File: config.mk
export PLATFORM = sky130hd
export DESIGN_NAME = vga_fb_arbiter
export DESIGN_NICKNAME = d
export VERILOG_FILES = /design/src/rtl/vga_fb_arbiter.sv
export SDC_FILE = /design/constraint.sdc
export NUM_CORES = 1
export LEC_CHECK = 0
export BUFFER_PORTS_ARGS = -buffer_cell sky130_fd_sc_hd__clkbuf_2
export CAP_MARGIN = 20
export CELL_PAD_IN_SITES_DETAIL_PLACEMENT = 0
export CELL_PAD_IN_SITES_GLOBAL_PLACEMENT = 1
export CORE_MARGIN = 5
export CORE_UTILIZATION = 39
export DETAILED_ROUTE_END_ITERATION = 7
export PLACE_DENSITY = 0.82
export SKIP_LAST_GASP = 1
export SYNTH_ARGS = -nofsm -noshare
export SYNTH_HDL_FRONTEND = slang
export SYNTH_SLANG_ARGS = --single-unit
File: constraint.sdc
create_clock -name clk -period 3.71 [get_ports clk]
set_clock_uncertainty 0.15 [all_clocks]
set_input_delay 0.1855 -clock clk [delete_from_list [all_inputs] [get_ports clk]]
set_output_delay 0.1855 -clock clk [all_outputs]
set_load 0.02 [all_outputs]
File: src/rtl/vga_fb_arbiter.sv
// Framebuffer RAM arbiter: display fetch has absolute priority, the CPU uses free cycles.
// Each read is tagged at issue so the returning word is steered to the pixel or the CPU.
module vga_fb_arbiter #(
  parameter int                DATA_W    = 8,
  parameter logic [DATA_W-1:0] BLANK_PIX = '0
) (
  input  logic              clk,
  input  logic              rst,
  input  logic [4:0]        vid_x,
  input  logic [3:0]        vid_y,
  input  logic              vid_blank,
  output logic [DATA_W-1:0] pix_data,
  input  logic              cpu_req,
  input  logic              cpu_we,
  input  logic [8:0]        cpu_addr,
  input  logic [DATA_W-1:0] cpu_wdata,
  output logic [DATA_W-1:0] cpu_rdata,
  output logic              cpu_ack,
  output logic              ram_en,
  output logic              ram_we,
  output logic [8:0]        ram_addr,
  output logic [DATA_W-1:0] ram_wdata,
  input  logic [DATA_W-1:0] ram_rdata
);

  typedef enum logic [1:0] {
    ARB      = 2'd0,
    CPU_BUSY = 2'd1,
    CPU_ACK  = 2'd2
  } state_t;

  state_t      state_q, state_d;
  logic [8:0]  vid_pos;
  logic [8:0]  last_pos_q;
  logic        blank_q;
  logic        disp_pend;
  logic        cpu_grant;
  logic        rd_vld_p0, rd_vld_p1;
  logic        rd_cpu_p0, rd_cpu_p1;

  assign vid_pos = {vid_y, vid_x};

  always_comb begin
    disp_pend = !vid_blank && ((vid_pos != last_pos_q) || blank_q);
  end

  // cpu_ack is registered and trails CPU_ACK by one cycle; holding off a grant
  // while it is high keeps a requester that drops req on ack from being served twice.
  always_comb begin
    state_d   = state_q;
    cpu_grant = 1'b0;
    case (state_q)
      ARB: begin
        if (!disp_pend && cpu_req && !cpu_ack) begin
          cpu_grant = 1'b1;
          state_d   = CPU_BUSY;
        end
      end
      CPU_BUSY: state_d = CPU_ACK;
      CPU_ACK:  state_d = ARB;
      default:  state_d = ARB;
    endcase
  end

  always_ff @(posedge clk) begin
    if (rst) begin
      state_q    <= ARB;
      last_pos_q <= vid_pos;
      blank_q    <= 1'b0;
      ram_en     <= 1'b0;
      ram_we     <= 1'b0;
      ram_addr   <= '0;
      ram_wdata  <= '0;
      rd_vld_p0  <= 1'b0;
      rd_cpu_p0  <= 1'b0;
      rd_vld_p1  <= 1'b0;
      rd_cpu_p1  <= 1'b0;
      cpu_ack    <= 1'b0;
      cpu_rdata  <= '0;
      pix_data   <= BLANK_PIX;
    end else begin
      state_q    <= state_d;
      last_pos_q <= vid_pos;
      blank_q    <= vid_blank;

      // p0: RAM command issue, one op per cycle, display first
      if (disp_pend) begin
        ram_en    <= 1'b1;
        ram_we    <= 1'b0;
        ram_addr  <= vid_pos;
        rd_vld_p0 <= 1'b1;
        rd_cpu_p0 <= 1'b0;
      end else if (cpu_grant) begin
        ram_en    <= 1'b1;
        ram_we    <= cpu_we;
        ram_addr  <= cpu_addr;
        ram_wdata <= cpu_wdata;
        rd_vld_p0 <= !cpu_we;
        rd_cpu_p0 <= 1'b1;
      end else begin
        ram_en    <= 1'b0;
        ram_we    <= 1'b0;
        rd_vld_p0 <= 1'b0;
      end

      // p1: read data present on ram_rdata, steer by tag
      rd_vld_p1 <= rd_vld_p0;
      rd_cpu_p1 <= rd_cpu_p0;

      if (rd_vld_p1 && rd_cpu_p1) begin
        cpu_rdata <= ram_rdata;
      end
      cpu_ack <= (state_q == CPU_ACK);

      if (vid_blank) begin
        pix_data <= BLANK_PIX;
      end else if (rd_vld_p1 && !rd_cpu_p1) begin
        pix_data <= ram_rdata;
      end
    end
  end

endmodule

# After elaboration in Yosys (flattened, before gate mapping)

Cells that the tools add are included.

Register bits after elaboration: 52
Input bits: 39
Output and inout bits: 36
Logic and storage cells: 47

Eq/ne operators: 4
Muxes and demuxes: 10
Bitwise logic cells: 2
Reductions and logical operators: 17

Operators by type and width:

| operator                                       | number |
|---|---|
| 2-to-1 mux 9 bit                               | 2 |
| != test 9 bit                                  | 1 |
| 2-to-1 mux 1 bit                               | 6 |
| logical AND 1 bit                              | 5 |
| logical NOT 1 bit                              | 5 |
| case mux 2 bit (2 select lines)                | 1 |
| OR reduction 2 bit                             | 2 |
| OR reduction 3 bit                             | 1 |
| == test 2 x 1 -> 1 bit (second input constant) | 1 |
| == test 2 bit (second input constant)          | 1 |
| logical NOT 2 bit                              | 1 |
| 2-to-1 mux 2 bit                               | 1 |
| != test 2 bit (second input constant)          | 1 |
| NOT 1 bit                                      | 2 |
| AND reduction 2 bit                            | 1 |
| nonzero test 2 bit                             | 1 |
| logical OR 1 bit                               | 1 |

# Longest topological paths before layout

Gate-level depths: netlist of the first run.

Word-level depth: 10
Gate-level depth with buffers: 6
Gate-level depth less buffers: 5

# Least setup slack after synthesis of the first run

No wires, ideal clock.

Path kind: register to register
Start: register last_pos_q[3]
End: register ram_addr[2]
Setup time: 0.080 ns
Data arrival time: 1.342 ns
Required time: 3.480 ns
Path slack: 2.137 ns
Stages on the path, launching flop included: 7
Buffers on the path: 1
Clock period less this slack: 1.573 ns
Path through: dfxtp_1 > xor2_1 > a211o_1 > o31ai_4 > buf_6 > nor2_1 > a211oi_2

Word-level cells in the longest chain between the ends: 9
Elaborated cells on any way between the ends: 10
Those cells by class: eq/ne (1); mux (3); reduce/logical (6)

RTL lines:

| what                                | line | text |
|---|---|---|
| start, declared                     | 34   | `logic [8:0] last_pos_q;` |
| start signal, assigned              | 68   | `last_pos_q <= vid_pos;` |
| start signal, assigned              | 83   | `last_pos_q <= vid_pos;` |
| != test 9 bit *                     | 44   | `disp_pend = !vid_blank && ((vid_pos != last_pos_q) \|\| blank_q);` |
| logical OR 1 bit *                  | 44   |  |
| logical AND 1 bit *                 | 44   |  |
| logical NOT 1 bit                   | 54   | `if (!disp_pend && cpu_req && !cpu_ack) begin` |
| logical AND 1 bit (2 in a row)      | 54   |  |
| 2-to-1 mux 1 bit                    | 54   |  |
| 2-to-1 mux 1 bit                    | 52   | `case (state_q)` |
| nonzero test 2 bit (no source line) | n/a  |  |
| end signal, assigned                | 90   | `ram_addr <= vid_pos;` |
| end signal, assigned                | 96   | `ram_addr <= cpu_addr;` |
| end, declared                       | 21   | `output logic [8:0] ram_addr,` |

Every way passes the cells marked *; elsewhere a longest branch is shown, timed or not.
A chain may end at the register's enable or synchronous reset.

# Worst setup path in the final report of the first run

Start: input vid_x[3]
End: register ram_addr[0]

Word-level cells in the longest chain between the ends: 9
Elaborated cells on any way between the ends: 10
Those cells by class: eq/ne (1); mux (3); reduce/logical (6)

RTL lines:

| what                                | line | text |
|---|---|---|
| start, declared                     | 9    | `input logic [4:0] vid_x,` |
| != test 9 bit *                     | 44   |  |
| logical OR 1 bit *                  | 44   |  |
| logical AND 1 bit *                 | 44   |  |
| logical NOT 1 bit                   | 54   |  |
| logical AND 1 bit (2 in a row)      | 54   |  |
| 2-to-1 mux 1 bit                    | 54   |  |
| 2-to-1 mux 1 bit                    | 52   |  |
| nonzero test 2 bit (no source line) | n/a  |  |

Marks and branches as above.

==> summary.md, run 1 <==
| Metric | Value |
|---|---|
| GRT Util Overall | about 14% |
| Top-count cell post-synth | dfxtp_1 |
| Clock Path Buffers | 2 |
| Fmax | 415 MHz |
| FP Rows | 26 |
| Synth top area share | 52.7% |
| EDFF count, synth | 0 |
| Slew HR | 34.3% |
| Die area | about 0.0066 mm² |
| Commonest cells post-synth | 52 x dfxtp_1, 25 x mux2i_1, 19 x nor2_1, 18 x nand2b_1, 11 x a21oi_1 |
| Clock share of power | between 30% and 40% |
| Largest net degree at the start of global routing | 45 |
| Max_cap viols | 0 |
| First-pass GRT wire length | a little over 7000 µm |
| GP Congestion | 0.685 |
| CP Cell Sequence | dlygate4sd3_1 > clkbuf_2 > xor2_1 > a211o_1 > o31ai_4 > nor2_1 > a211oi_1 |
| Min Tclk post-route | 2.41 ns |
| NetSw | around 280 µW |
| RSZ-0062 raised after global routing | no |
| DP HPWL | 2930 µm |
| Layout Nets | 323 |
| CP max-delay cell | o31ai_4 |
| Worst Setup Start Kind | input port |
| Initial core utilization | 39.5% |
| CP Launch Point | vid_x[3] |
| Mapped cell area | ~0.0020 mm² |
| Int Pwr | 900 µW |
| Post-Syn Nets | 227 |
| Hold Vio Cnt, Final | 0 |
| Non-Filler Instances | between 300 and 400 |
| Setup TNS | 0 ns |
| Pwr per Cell Area | ~420 mW/mm² |
| Async SR Flop Fraction | 0% |
| DP Cell Count | 321 |
| Critical path class | input port to flop |
| Register area share after synthesis | 52.7% |
| H-tree level count | 2 |
| Sequential share of power | between 50% and 60% |
| Chip width | 81.2 µm |
| Vias in the first global route | 1602 |
| Max Slew Vio Count | 0 |
| CTS buffer count | 5 |
| Reg-to-reg slack, setup | 1.52 ns |
| Synth Instances | 188 |
| Largest cells by area after synthesis | dfxtp_1 53%, mux2i_1 13%, nand2b_1 5.7%, a211oi_2 5.1%, nor2_1 3.6% |
| I/O pins | 75 |
| Clk sink count | between 50 and 60 |
| Clk slew on worst S/H paths | 0.09 ns |
| WHS | slightly above 0.04 ns |
| Hold Crit Class | input port to flop |
| Yosys cell types | 27 |
| Tcrit/Tclk final | 64.9% |
| P_leak | 0.00128 µW |
| Layout cells sized above 1 | between 30% and 40% |
| Status | finished clean |
| Hold_sp | vid_blank |
| Mapped Avg Cell Area | 10.5 µm² |
| Yosys warning count | 0 |
| Clk_lat worst skew | around 0.3 ns |
| Post-route ant nets | 0 |
| Area Overhead vs Synth | 40.1% |
| Initial DRC Count | 85 |
| Combinational Power Share | 13.7% |
| Slowest stage delay, CP | 0.86 ns |
| Post-cts sizing count | 0 |
| Vias per std cell | 4.54 |
| DRC viols | 0 |
| CP Max Fanout | 21 |
| Core area | around 0.005 mm² |
| Worst Tran Pin Value | 0.982 ns |
| Critical path capture point type | flop |
| Final WL | roughly 4300 µm |
| Arr. time, crit path | between 2 and 2.5 ns |
| TritonCTS clock tree | done |
| Synth area leader | dfxtp_1 |
| DRT Pass-1 Iters | 4 |
| Worst R2R Start | last_pos_q[3] |
| Via count | 1610 |
| Sw Share | between 20% and 30% |
| VDD IR max | ~0.23 mV |
| Antenna violations before repair | 0 |
| Crit path required time | 3.77 ns |
| Antenna Cells | 0 |
| GR Overflow Total | 0 |
| Routed WL per cell | 12.2 µm |
| Root Buffer | clkbuf_8 |
| Die Ht | 81.2 µm |
| Port Buffers | 74 |
| Top FF cell, synth | dfxtp_1 |
| # setup viols final | 0 |
| Total Power | 1180 µW |
| #FFs+latches synth | 52 |
[stage by stage]
stage	worst slack [ns]	utilization, %	area [µm²]
floorplan	2.14	-	1980
global placement	1.61	47.6	2380
detailed placement	1.56	47.6	2380
CTS	1.31	55.3	2770
global route	1.16	55.3	2770
finish	1.30	55.3	2770
[registers in the layout, summed over array words and instances (netlist names)]
register    cells
blank_q         1
rd_vld_p1       1
cpu_rdata       8
ram_addr        9
rd_cpu_p0       1
rd_cpu_p1       1
ram_we          1
pix_data        8
cpu_ack         1
state_q         2
last_pos_q      9
ram_en          1
ram_wdata       8
rd_vld_p0       1
[path summary, 6_finish.rpt]
check,endpoint,cells past startpoint
setup reg to reg,ram_addr[0],5
hold reg to reg,cpu_rdata[4],2
setup / recovery,ram_addr[0],7
hold / removal,blank_q,3
[layout by cell type, fill, tap and decap left out, types with 2 or more instances in the layout]
cell type	netlist	final
mux2i_1	25	25
nor3b_1	3	3
nor2b_1	2	2
inv_1	3	3
nand3_1	8	8
dlygate4sd3_1	0	26
nand2b_1	18	18
nor2_1	19	19
a21oi_1	11	11
a211oi_2	8	8
clkbuf_2	0	74
dfxtp_1	52	52
nand2_1	10	10
xnor2_1	7	7
clkbuf_8	0	7
[area by class of cell]
type	instances	area [µm²]
fill	495	2240
sequential	52	1040
multi-input combinational	121	865
timing repair buffer	101	638
clock buffer	7	96.3
tap	70	87.6
clock inverter	1	30.0
inverter	3	11.3
[repair_timing]
action	4_1_cts	5_1_grt
endpoints found under the hold margin	34	0
hold buffers	26	0
setup buffers	0	0
[power by group through the flow]
stage	clock, µW	combinational, µW	sequential [µW]
2_1_floorplan	0	75.4	625
6_report	420	161	596
3_5_place_dp	0	141	609
5_1_grt	455	177	600
4_1_cts	433	162	596
3_3_place_gp	0	140	609
[cells by family after synthesis]
family | share of synthesized area, %
multiplexers | 12.7
flip-flops | 52.7
AO/OA/AOI/OAI | 10.4
buffers and inverters | 4.05
AND/OR/NAND/NOR | 16.6
XOR/XNOR | 3.54
[worst max-delay path, delay by kind of cell]
kind	cells	cell delay (ns)
compound gates	3	1.38
xor+xnor	1	0.14
simple gates	1	0.10
buf+inv	2	0.67
[metal layers]
| layer | part of all wire (%) | track usage, % | vias to the layer above |
|---|---|---|---|
| met4 | 1.0 | 4.05 | 0 |
| li1 | - | - | 820 |
| met2 | 48 | 24.6 | 50 |
| met3 | 8.8 | 5.76 | 5 |
| met5 | 0 | 0 | - |
| met1 | 42 | 16.0 | 735 |
Note: power is estimated with default switching activity, not from simulation.
==> run 2: changes to the inputs <==
CORE_UTILIZATION = 36   (was 39)
PLACE_DENSITY = 0.76   (was 0.82)
clock period = 2.5 ns   (was 3.71 ns; I/O delays follow)
==> summary.md, run 2 (synthesis results as in run 1) <==
| Metric | Value |
|---|---|
| DP Cell Count | 326 (was 321) |
| Hold Path Depth | 3 (unchanged) |
| Slew HR | 64.3% (was 34.3%) |
| Clk slew on worst S/H paths | 0.08 ns (was 0.09 ns) |
| Sw Share | 24.6% (was 23.5%) |
| Area Overhead vs Synth | 40.9% (was 40.1%) |
| First-pass GRT wire length | 7610 µm (was 7260 µm) |
| CP Max Fanout | 11 (was 21) |
| Most frequent cells in the layout | 74 x clkbuf_2, 52 x dfxtp_1, 28 x dlygate4sd3_1 (was 74 x clkbuf_2, 52 x dfxtp_1, 26 x dlygate4sd3_1) |
| Min Tclk post-route | 1.91 ns |
| Worst Tran Pin Value | 0.536 ns (was 0.982 ns) |
| # setup viols final | 0 (unchanged) |
| TritonCTS clock tree | done (unchanged) |
| Post-CTS Repair Setup Buffers | 0 (unchanged) |
| Vias in the first global route | 1618 (was 1602) |
| Crit path required time | 2.57 ns (was 3.77 ns) |
| Max_cap viols | 0 (unchanged) |
| Clock share of power | 29.8% (was 35.7%) |
| Status | finished clean (unchanged) |
| Port Buffers | 74 (unchanged) |
| Vias per std cell | 4.44 (was 4.54) |
| Critical path class | input port to flop (unchanged) |
| DP HPWL | 3060 µm (was 2930 µm) |
| Setup TNS | 0 ns (unchanged) |
| DRC viols | 0 (unchanged) |
| CP Launch Point | vid_x[3] (unchanged) |
| Worst R2R Start | last_pos_q[3] (unchanged) |
| Chip width | 84.1 µm (was 81.2 µm) |
| Tcrit/Tclk final | between 70% and 80% |
| VDD IR max | 0.333 mV (was 0.234 mV) |
| Arr. time, crit path | 1.97 ns (was 2.46 ns) |
| Worst Setup Start Kind | input port (unchanged) |
| CTS buffer count | 5 (unchanged) |
| FP Rows | 27 (was 26) |
| Post-cts sizing count | 0 (unchanged) |
| Initial core utilization | 36.6% (was 39.5%) |
| Die area | 0.00707 mm² (was 0.00659 mm²) |
| Layout Nets | 329 (was 323) |
| Die Ht | 84.1 µm (was 81.2 µm) |
| CTS Hold Buffers Added | 28 (was 26) |
| Root Buffer | clkbuf_8 (unchanged) |
| Int Pwr | 1210 µW (was 900 µW) |
| Fmax | 524 MHz |
| Initial DRC Count | 57 (was 85) |
| Hold Vio Cnt, Final | 0 (unchanged) |
| Post-route ant nets | 0 (unchanged) |
| Routed WL per cell | 12.3 µm (was 12.2 µm) |
| GR Overflow Total | 0 (unchanged) |
| Clk sink count | 52 (unchanged) |
| Pwr per Cell Area | 578 mW/mm² (was 425 mW/mm²) |
| CP endpoint | ram_addr[8] (was ram_addr[0]) |
| Clk_lat worst skew | 0.30 ns (about the same) |
| GRT Util Overall | 13.1% (was 14.2%) |
| RSZ-0062 raised after global routing | no (unchanged) |
| Largest regs | last_pos_q x9, ram_addr x9 (unchanged) |
| H-tree level count | 2 (unchanged) |
| FF-to-FF path depth | 6 (was 5) |
| Layout cells sized above 1 | 33.0% (about the same) |
| Core area | 0.00541 mm² (was 0.00501 mm²) |
| Antenna violations before repair | 0 (unchanged) |
| Most common cell after layout, fill and taps aside | clkbuf_2 (unchanged) |
| Sequential share of power | 54.9% (was 50.7%) |
| Final Util | 51.5% (was 55.3%) |
| GP Congestion | 0.667 (was 0.685) |
| WHS | 0.0346 ns (was 0.0416 ns) |
| RR Endpoint | ram_addr[8] (was ram_addr[0]) |
| Clock Path Buffers | 2 (unchanged) |
| Via count | 1613 (was 1610) |
| Register Area | 0.00104 mm² (unchanged) |
| P_leak | 0.00128 µW (about the same) |
| Hold Crit Class | input port to flop (unchanged) |
| Antenna Cells | 0 (unchanged) |
| Layout fillers | 520 (was 495) |
| I/O pins | 75 (unchanged) |
| Final WL | 4460 µm (was 4340 µm) |
| Max Slew Vio Count | 0 (unchanged) |
| NetSw | 397 µW (was 276 µW) |
| DRT Pass-1 Iters | 3 (was 4) |
| Non-Filler Instances | 363 (was 355) |
| Multi-input gate area | 865 µm² (unchanged) |
| Largest net degree at the start of global routing | 33 (was 45) |
| Combinational Power Share | 15.3% (was 13.7%) |
| Critical path capture point type | flop (unchanged) |
| Reg-to-reg slack, setup | 0.78 ns (was 1.52 ns) |
==> run 2: changes by cell type in the layout (fill, tap and decap cells not counted) <==
cell	delta
buf_4	+4
dlygate4sd3_1	+2
clkbuf_8	-1
bufinv_16	-1
clkbuf_1	+2
==> run 2: worst max-delay path, cell delays in order <==
cell           delay [ns]
dlygate4sd3_1        0.54
clkbuf_2             0.13
xor2_1               0.14
a211o_1              0.28
o31ai_4              0.26
buf_4                0.23
nor2_1               0.06
a211oi_2             0.20
==> run 2: routing by layer <==
metal  up-vias  routed length (µm)  GRT usage, %
met5         -                   0             0
met2        44                2090          21.8
met1       725                2030          16.1
met3         6                 291          4.54
li1        838                   -             -
met4         0                  49          3.51
==> run 2: power groups by stage <==
| stage | Combinational, µW | Clock, µW | Sequential [µW] |
|---|---|---|---|
| floorplan | 112 | 0 | 927 |
| global placement | 213 | 0 | 903 |
| detailed placement | 215 | 0 | 904 |
| CTS | 249 | 508 | 885 |
| global route | 270 | 539 | 889 |
| finish | 247 | 480 | 885 |
==> run 2: stage by stage <==
step	area (µm²)	worst slack, ns	total power, µW
floorplan	1980	0.927	1040
global placement	2410	0.411	1120
detailed placement	2410	0.390	1120
CTS	2780	0.186	1640
global route	2790	0.507	1700
finish	2790	0.593	1610
==> run 2: final cells by class <==
type | count | share of cell area [%]
inverter | 3 | 0.404
tap | 72 | 3.23
sequential | 52 | 37.4
timing repair buffer | 107 | 24.7
multi-input combinational | 121 | 31.0
clock buffer | 8 | 3.23
==> run 2: worst min-delay path by stage <==
stage           startpoint       endpoint
2_1_floorplan     vid_x[0]  last_pos_q[0]
3_3_place_gp      vid_y[3]  last_pos_q[8]
3_5_place_dp      vid_y[3]  last_pos_q[8]
4_1_cts        cpu_addr[2]    ram_addr[2]
5_1_grt        cpu_addr[5]    ram_addr[5]
6_report       cpu_addr[2]    ram_addr[2]
